[src/rtl/pipe_arb2.sv]
// rtl/pipe_arb2.sv - round-robin two-source arbiter feeding a four-phase pipeline input
//
// Optional watchdog: define PIPE_ARB_WDOG_EN to build the REQ_HI/REQ_LO cycle
// counter and the sticky wdog_err flag; otherwise wdog_err is tied low.
//
// Ports:
//   clk        in   single clock for all state
//   rst        in   asynchronous active-low reset
//   src0_req   in   source 0 four-phase request (synchronous to clk)
//   src0_data  in   source 0 word, stable while src0_req=1
//   src0_ack   out  source 0 four-phase acknowledge
//   src1_req   in   source 1 four-phase request (synchronous to clk)
//   src1_data  in   source 1 word, stable while src1_req=1
//   src1_ack   out  source 1 four-phase acknowledge
//   pipe_req   out  request into the pipeline input
//   pipe_data  out  data into the pipeline input, held from grant to next grant
//   pipe_ack   in   pipeline input acknowledge (asynchronous)
//   grant_id   out  source currently or last granted
//   busy       out  high whenever the FSM is not IDLE
//   xfer_cnt   out  completed transfers, wrapping
//   wdog_err   out  sticky watchdog flag
module pipe_arb2 #(
  parameter int DW          = 3,
  parameter int SYNC_STAGES = 2,
  parameter int TIMEOUT     = 255
) (
  input  logic          clk,
  input  logic          rst,
  input  logic          src0_req,
  input  logic [DW-1:0] src0_data,
  output logic          src0_ack,
  input  logic          src1_req,
  input  logic [DW-1:0] src1_data,
  output logic          src1_ack,
  output logic          pipe_req,
  output logic [DW-1:0] pipe_data,
  input  logic          pipe_ack,
  output logic          grant_id,
  output logic          busy,
  output logic [7:0]    xfer_cnt,
  output logic          wdog_err
);

  typedef enum logic [1:0] {
    IDLE    = 2'd0,
    REQ_HI  = 2'd1,
    REQ_LO  = 2'd2,
    SRC_ACK = 2'd3
  } state_t;

  // The FSM flop that acts on ack_s is the last synchronizer stage, so only
  // SYNC_STAGES-1 dedicated flops precede it. This gives SYNC_STAGES edges
  // from a pipe_ack change to the FSM reacting to it.
  localparam int SW = SYNC_STAGES - 1;

  state_t         state;
  logic           prio;
  logic [SW-1:0]  ack_sync;
  logic           ack_s;
  logic           gnt_fire;
  logic           gnt_id;
  logic           granted_req;

  always_ff @(posedge clk or negedge rst) begin
    if (!rst) begin
      ack_sync <= '0;
    end else begin
      ack_sync[0] <= pipe_ack;
      for (int i = 1; i < SW; i++) begin
        ack_sync[i] <= ack_sync[i-1];
      end
    end
  end

  assign ack_s = ack_sync[SW-1];

  // A stale pipe_ack in IDLE simply blocks the grant until it clears.
  assign gnt_fire    = (state == IDLE) && !ack_s && (src0_req || src1_req);
  // Both requesting: prio decides; otherwise whichever one is asking.
  assign gnt_id      = (src0_req && src1_req) ? prio : src1_req;
  assign granted_req = grant_id ? src1_req : src0_req;

  always_ff @(posedge clk or negedge rst) begin
    if (!rst) begin
      state     <= IDLE;
      prio      <= 1'b0;
      pipe_req  <= 1'b0;
      pipe_data <= '0;
      src0_ack  <= 1'b0;
      src1_ack  <= 1'b0;
      grant_id  <= 1'b0;
      busy      <= 1'b0;
      xfer_cnt  <= 8'd0;
    end else begin
      case (state)
        IDLE: begin
          if (gnt_fire) begin
            grant_id  <= gnt_id;
            pipe_data <= gnt_id ? src1_data : src0_data;
            pipe_req  <= 1'b1;
            busy      <= 1'b1;
            state     <= REQ_HI;
          end
        end
        REQ_HI: begin
          if (ack_s) begin
            pipe_req <= 1'b0;
            state    <= REQ_LO;
          end
        end
        REQ_LO: begin
          if (!ack_s) begin
            if (grant_id) begin
              src1_ack <= 1'b1;
            end else begin
              src0_ack <= 1'b1;
            end
            xfer_cnt <= xfer_cnt + 8'd1;
            state    <= SRC_ACK;
          end
        end
        SRC_ACK: begin
          // Round-robin advances only once the granted source has released.
          if (!granted_req) begin
            src0_ack <= 1'b0;
            src1_ack <= 1'b0;
            prio     <= ~grant_id;
            busy     <= 1'b0;
            state    <= IDLE;
          end
        end
        default: begin
          state <= IDLE;
        end
      endcase
    end
  end

`ifdef PIPE_ARB_WDOG_EN
  localparam int CW = (TIMEOUT < 2) ? 1 : $clog2(TIMEOUT + 1);
  localparam logic [CW-1:0] WDOG_MAX  = CW'(TIMEOUT);
  localparam logic [CW-1:0] WDOG_LAST = CW'(TIMEOUT - 1);

  logic [CW-1:0] wdog_cnt;
  logic          in_xfer;

  assign in_xfer = (state == REQ_HI) || (state == REQ_LO);

  // Counts cycles spent in the pipeline handshake; saturates so the flag
  // cannot be re-armed by wrap-around. The transfer itself is never aborted.
  always_ff @(posedge clk or negedge rst) begin
    if (!rst) begin
      wdog_cnt <= '0;
      wdog_err <= 1'b0;
    end else begin
      if (gnt_fire) begin
        wdog_cnt <= '0;
      end else if (in_xfer && (wdog_cnt != WDOG_MAX)) begin
        wdog_cnt <= wdog_cnt + 1'b1;
        if (wdog_cnt == WDOG_LAST) begin
          wdog_err <= 1'b1;
        end
      end
    end
  end
`else
  // TIMEOUT only matters when the watchdog is built.
  logic unused_timeout;
  assign unused_timeout = ^TIMEOUT;
  assign wdog_err       = 1'b0;
`endif

endmodule

[config.mk]
export PLATFORM = sky130hd
export DESIGN_NAME = pipe_arb2
export DESIGN_NICKNAME = d
export VERILOG_FILES = /design/src/rtl/pipe_arb2.sv
export SDC_FILE = /design/constraint.sdc
export NUM_CORES = 1
export LEC_CHECK = 0
export CAP_MARGIN = 10
export CORE_MARGIN = 8
export CORE_UTILIZATION = 42
export CTS_CLUSTER_SIZE = 40
export DETAILED_ROUTE_END_ITERATION = 16
export PLACE_DENSITY = 0.74
export REMOVE_ABC_BUFFERS = 1
export SYNTH_ARGS = -nofsm -noshare
export SYNTH_HDL_FRONTEND = slang
export SYNTH_SLANG_ARGS = --single-unit
[constraint.sdc]
create_clock -name clk -period 1.37 [get_ports clk]
set_input_delay 0.3425 -clock clk [delete_from_list [all_inputs] [get_ports clk]]
set_output_delay 0.3425 -clock clk [all_outputs]
set_load 0.02 [all_outputs]
==> run_results.csv <==
group,metric,value,unit
run_status,status,"finished with violations",
run_status,violations,"negative setup slack",
timing,finalClockSkew,0.00205,ns
setup_path,path_cells,"inv_2, buf_6, ha_4, a22oi_2, nand3_2, mux2_4",
route,viasPerCell,4.99,
worst_hold_path,hold_path_class,"input port to asynchronous set/reset pin",
placed_design,portBuffers,26,
cells_and_area,fin_cells,181,
setup_path,slowest_stage,"dfrtp_1",
clock_network,clk_pin_slew,0.11,ns
setup_path,crit_path_end_kind,"flip-flop",
flow_run,drv_cap,0,
cells_and_area,synthToLayoutAreaGrowth,58.7,%
floorplanning,rows,18,
floorplanning,dieWidth,65.2,µm
floorplanning,initial_core_util,42.6,%
clock_network,cts-hold-fix-buffers,0,
grt,grt-ovfl-total,0,
floorplanning,dieArea,4250,µm²
clock_network,cts_tree,"yes",
timing,whs,0.372,ns
grt,grt_pass1_wl,4.31,mm
grt,grt_usage,12.6,%
power_and_ir_drop,ir_drop,0.00132,V
floorplanning,coreArea,2390,µm²
route,dr.pass1.iters,4,
synthesis,syn_area_per_cell,10.9,µm²
synthesis,synthesis.instances,93,
power_and_ir_drop,p_total,3.50,mW
synthesis,synth_top_area_share,49.2,%
clock_network,clock_latency,0.30,ns
floorplanning,io_pins,28,
synthesis,yosysUniqueCellTypes,29,
clock_network,cts_root_buf,"clkbuf_4",
grt,grt_antenna_before_repair,0,
clock_network,cts_buffer_depth,2,
power_and_ir_drop,powerDensity,2170,nW/µm²
placed_design,dp_slack,-0.336,ns
synthesis,yosysWarnings,0,
route,wl_per_cell,15.0,µm
setup_path,worst-setup-path-type,"flip-flop to flip-flop",
grt,first_global_vias,971,
route,route.antenna.remaining_nets,0,
route,dr.first_iter.drc_count,22,
synthesis,synth_top_area_cell,"dfrtp_1",
grt,grt_max_degree,21,
setup_path,startpoint_type,"flip-flop",
timing,finalCriticalPeriod,1.47,ns
timing,fmax,680,MHz
cells_and_area,utilization,67.6,%
route,num_vias,904,
synthesis,seq_area_frac_synth,49.2,%
setup_path,arrival,1.67,ns
timing,fin_ws,-0.101,ns
setup_path,cpPeakStageDelay,0.40,ns
placed_design,dpl.cell_count,167,
clock_network,cts_buffers,3,
synthesis,ys_top_cells_by_area,"dfrtp_1, ha_1, xnor2_1",
cells_and_area,n_antenna_cell,0,
clock_network,cts_sinks,20,
timing,fin_crit_sh,107,%
timing,hold_viol_final,0,
synthesis,syn_area,1020,µm²
floorplanning,die_h,65.2,µm
timing,rsz0062_at_grt,"true",
cells_and_area,drive_gt1_share,49.7,%
route,drc,0,
setup_path,cp_max_fo,3,
power_and_ir_drop,power.leakage,0.773,nW
route,totalWireLength,2.71,mm
setup_path,worstPathRequired,1.57,ns
cells_and_area,final_nets,169,
synthesis,synth-seq-cells,20,
placed_design,dp_hpwl,1.88,mm
placed_design,gp_congestion,0.809,
clock_network,cts_max_level,1,
timing,slew_violations,0,
timing,finalSetupViolations,9,
flip-flops by register name (all words and copies together) (netlist names):
name and flops:
src0_ack 1, ack_s 1, prio 1, pipe_req 1
grant_id 1, src1_ack 1, xfer_cnt 8, state 2
pipe_data 3, busy 1
worst max-delay path, delay by kind of cell (launching register included):
kind	cells	cell delay, ns
adders and majority gates	1	0.16
DFF	1	0.40
muxes	1	0.31
and+or+nand+nor	1	0.13
AOI/OAI and AO/OA	1	0.16
buffers and inverters	2	0.20
final timing paths:
| check | from | endpoint | slack, ns | cells after the start |
|---|---|---|---|---|
| worst min-delay path | rst | xfer_cnt[2] | 0.37 | 2 |
| max in group asynchronous | rst | grant_id | 0.77 | 2 |
| worst max register to register | state[0] | state[1] | -0.10 | 6 |
| worst max-delay path | state[0] | state[1] | -0.10 | 6 |
| worst min register to register | xfer_cnt[7] | xfer_cnt[7] | 0.48 | 1 |
| min in group clk | pipe_ack | ack_s | 0.47 | 1 |
Yosys cell counts:
cell type and count:
nand2b_1 1, ha_1 6, xnor2_1 5, nand2_2 1, nor2_1 6, conb_1 1, mux2i_1 3, buf_4 2
and4_4 1, nand3_2 3, xor2_1 2, a32oi_1 1, o21ai_0 6, o22ai_1 1, mux2_2 1, nor2_2 1
o21bai_1 1, a22oi_2 1, o21ai_2 1, o2bb2ai_1 2, inv_1 6, nand2_1 8, a21oi_1 7, mux2_4 2
nor2b_1 1, dfrtp_1 20, and3_2 1, a22o_1 1, and3_1 1
final cells by class:
class	instances	area, µm²
fillers	208	773
multi-input cells	66	582
flip-flops and latches	20	503
repair buffers	55	433
well taps	30	37.5
clock buffers	4	36.3
inverters	6	22.5
layer usage:
| layer | global-route usage (%) | up-vias | share of wire [%] |
|---|---|---|---|
| met5 | 0 | - | 0 |
| met4 | 4.63 | 0 | 0.92 |
| met3 | 3.06 | 4 | 4.6 |
| met2 | 23.1 | 22 | 55 |
| met1 | 13.6 | 441 | 40 |
| li1 | - | 437 | - |
logic make-up (layout without fill, tap and decap cells):
kind of cell	count (synthesis)	after routing	share of synthesized area, %
xor+xnor	7	7	6.03
flops	20	20	49.2
simple gates	24	25	13.0
other cells	1	1	0.369
fa+ha+maj	6	6	7.38
buf+inv	8	65	3.69
mux	6	6	7.01
compound gates	21	21	13.3
what timing repair did:
| item | in CTS | in global routing |
|---|---|---|
| gates resized for setup | 47 | 29 |
| endpoints found under the hold margin | 0 | 0 |
| setup buffers | 3 | 6 |
| setup endpoints to repair | 33 | 26 |
| cloned | 1 | 0 |
| pin swaps | 6 | 5 |
cell usage in the layout (no fill, tap or decap), types with 2 or more instances in the layout:
cell type	synthesis	routed
nor2_4	0	2
ha_4	0	4
dfrtp_2	0	2
nor2_2	1	4
nor2_1	6	2
dfrtp_1	20	18
xnor2_1	5	5
buf_6	0	3
o21ai_0	6	4
clkbuf_2	0	11
xor2_1	2	2
inv_2	0	2
mux2i_1	3	3
a21oi_1	7	6
mux2_4	2	2
clkdlybuf4s50_1	0	9
clkdlybuf4s15_1	0	3
clkbuf_4	0	3
inv_1	6	4
ha_1	6	2
nand3_2	3	3
nand2_1	8	8
o21ai_2	1	2
o2bb2ai_1	2	2
buf_4	2	26
power breakdown:
part / total (mW) / leakage (nW) / internal (mW) / switching [mW]
logic: 2.14 / 0.511 / 1.10 / 1.03
clock network: 0.347 / 0.0210 / 0.162 / 0.185
registers: 1.02 / 0.241 / 0.829 / 0.191
through the flow:
| step | cell area [µm²] | setup TNS (ns) |
|---|---|---|
| 2_1_floorplan | 1000 | -1.44 |
| 3_3_place_gp | 1450 | -2.36 |
| 3_5_place_dp | 1450 | -3.16 |
| 4_1_cts | 1580 | -0.121 |
| 5_1_grt | 1610 | -0.904 |
| 6_report | 1610 | -0.362 |
(Power assumes the default switching activity.)
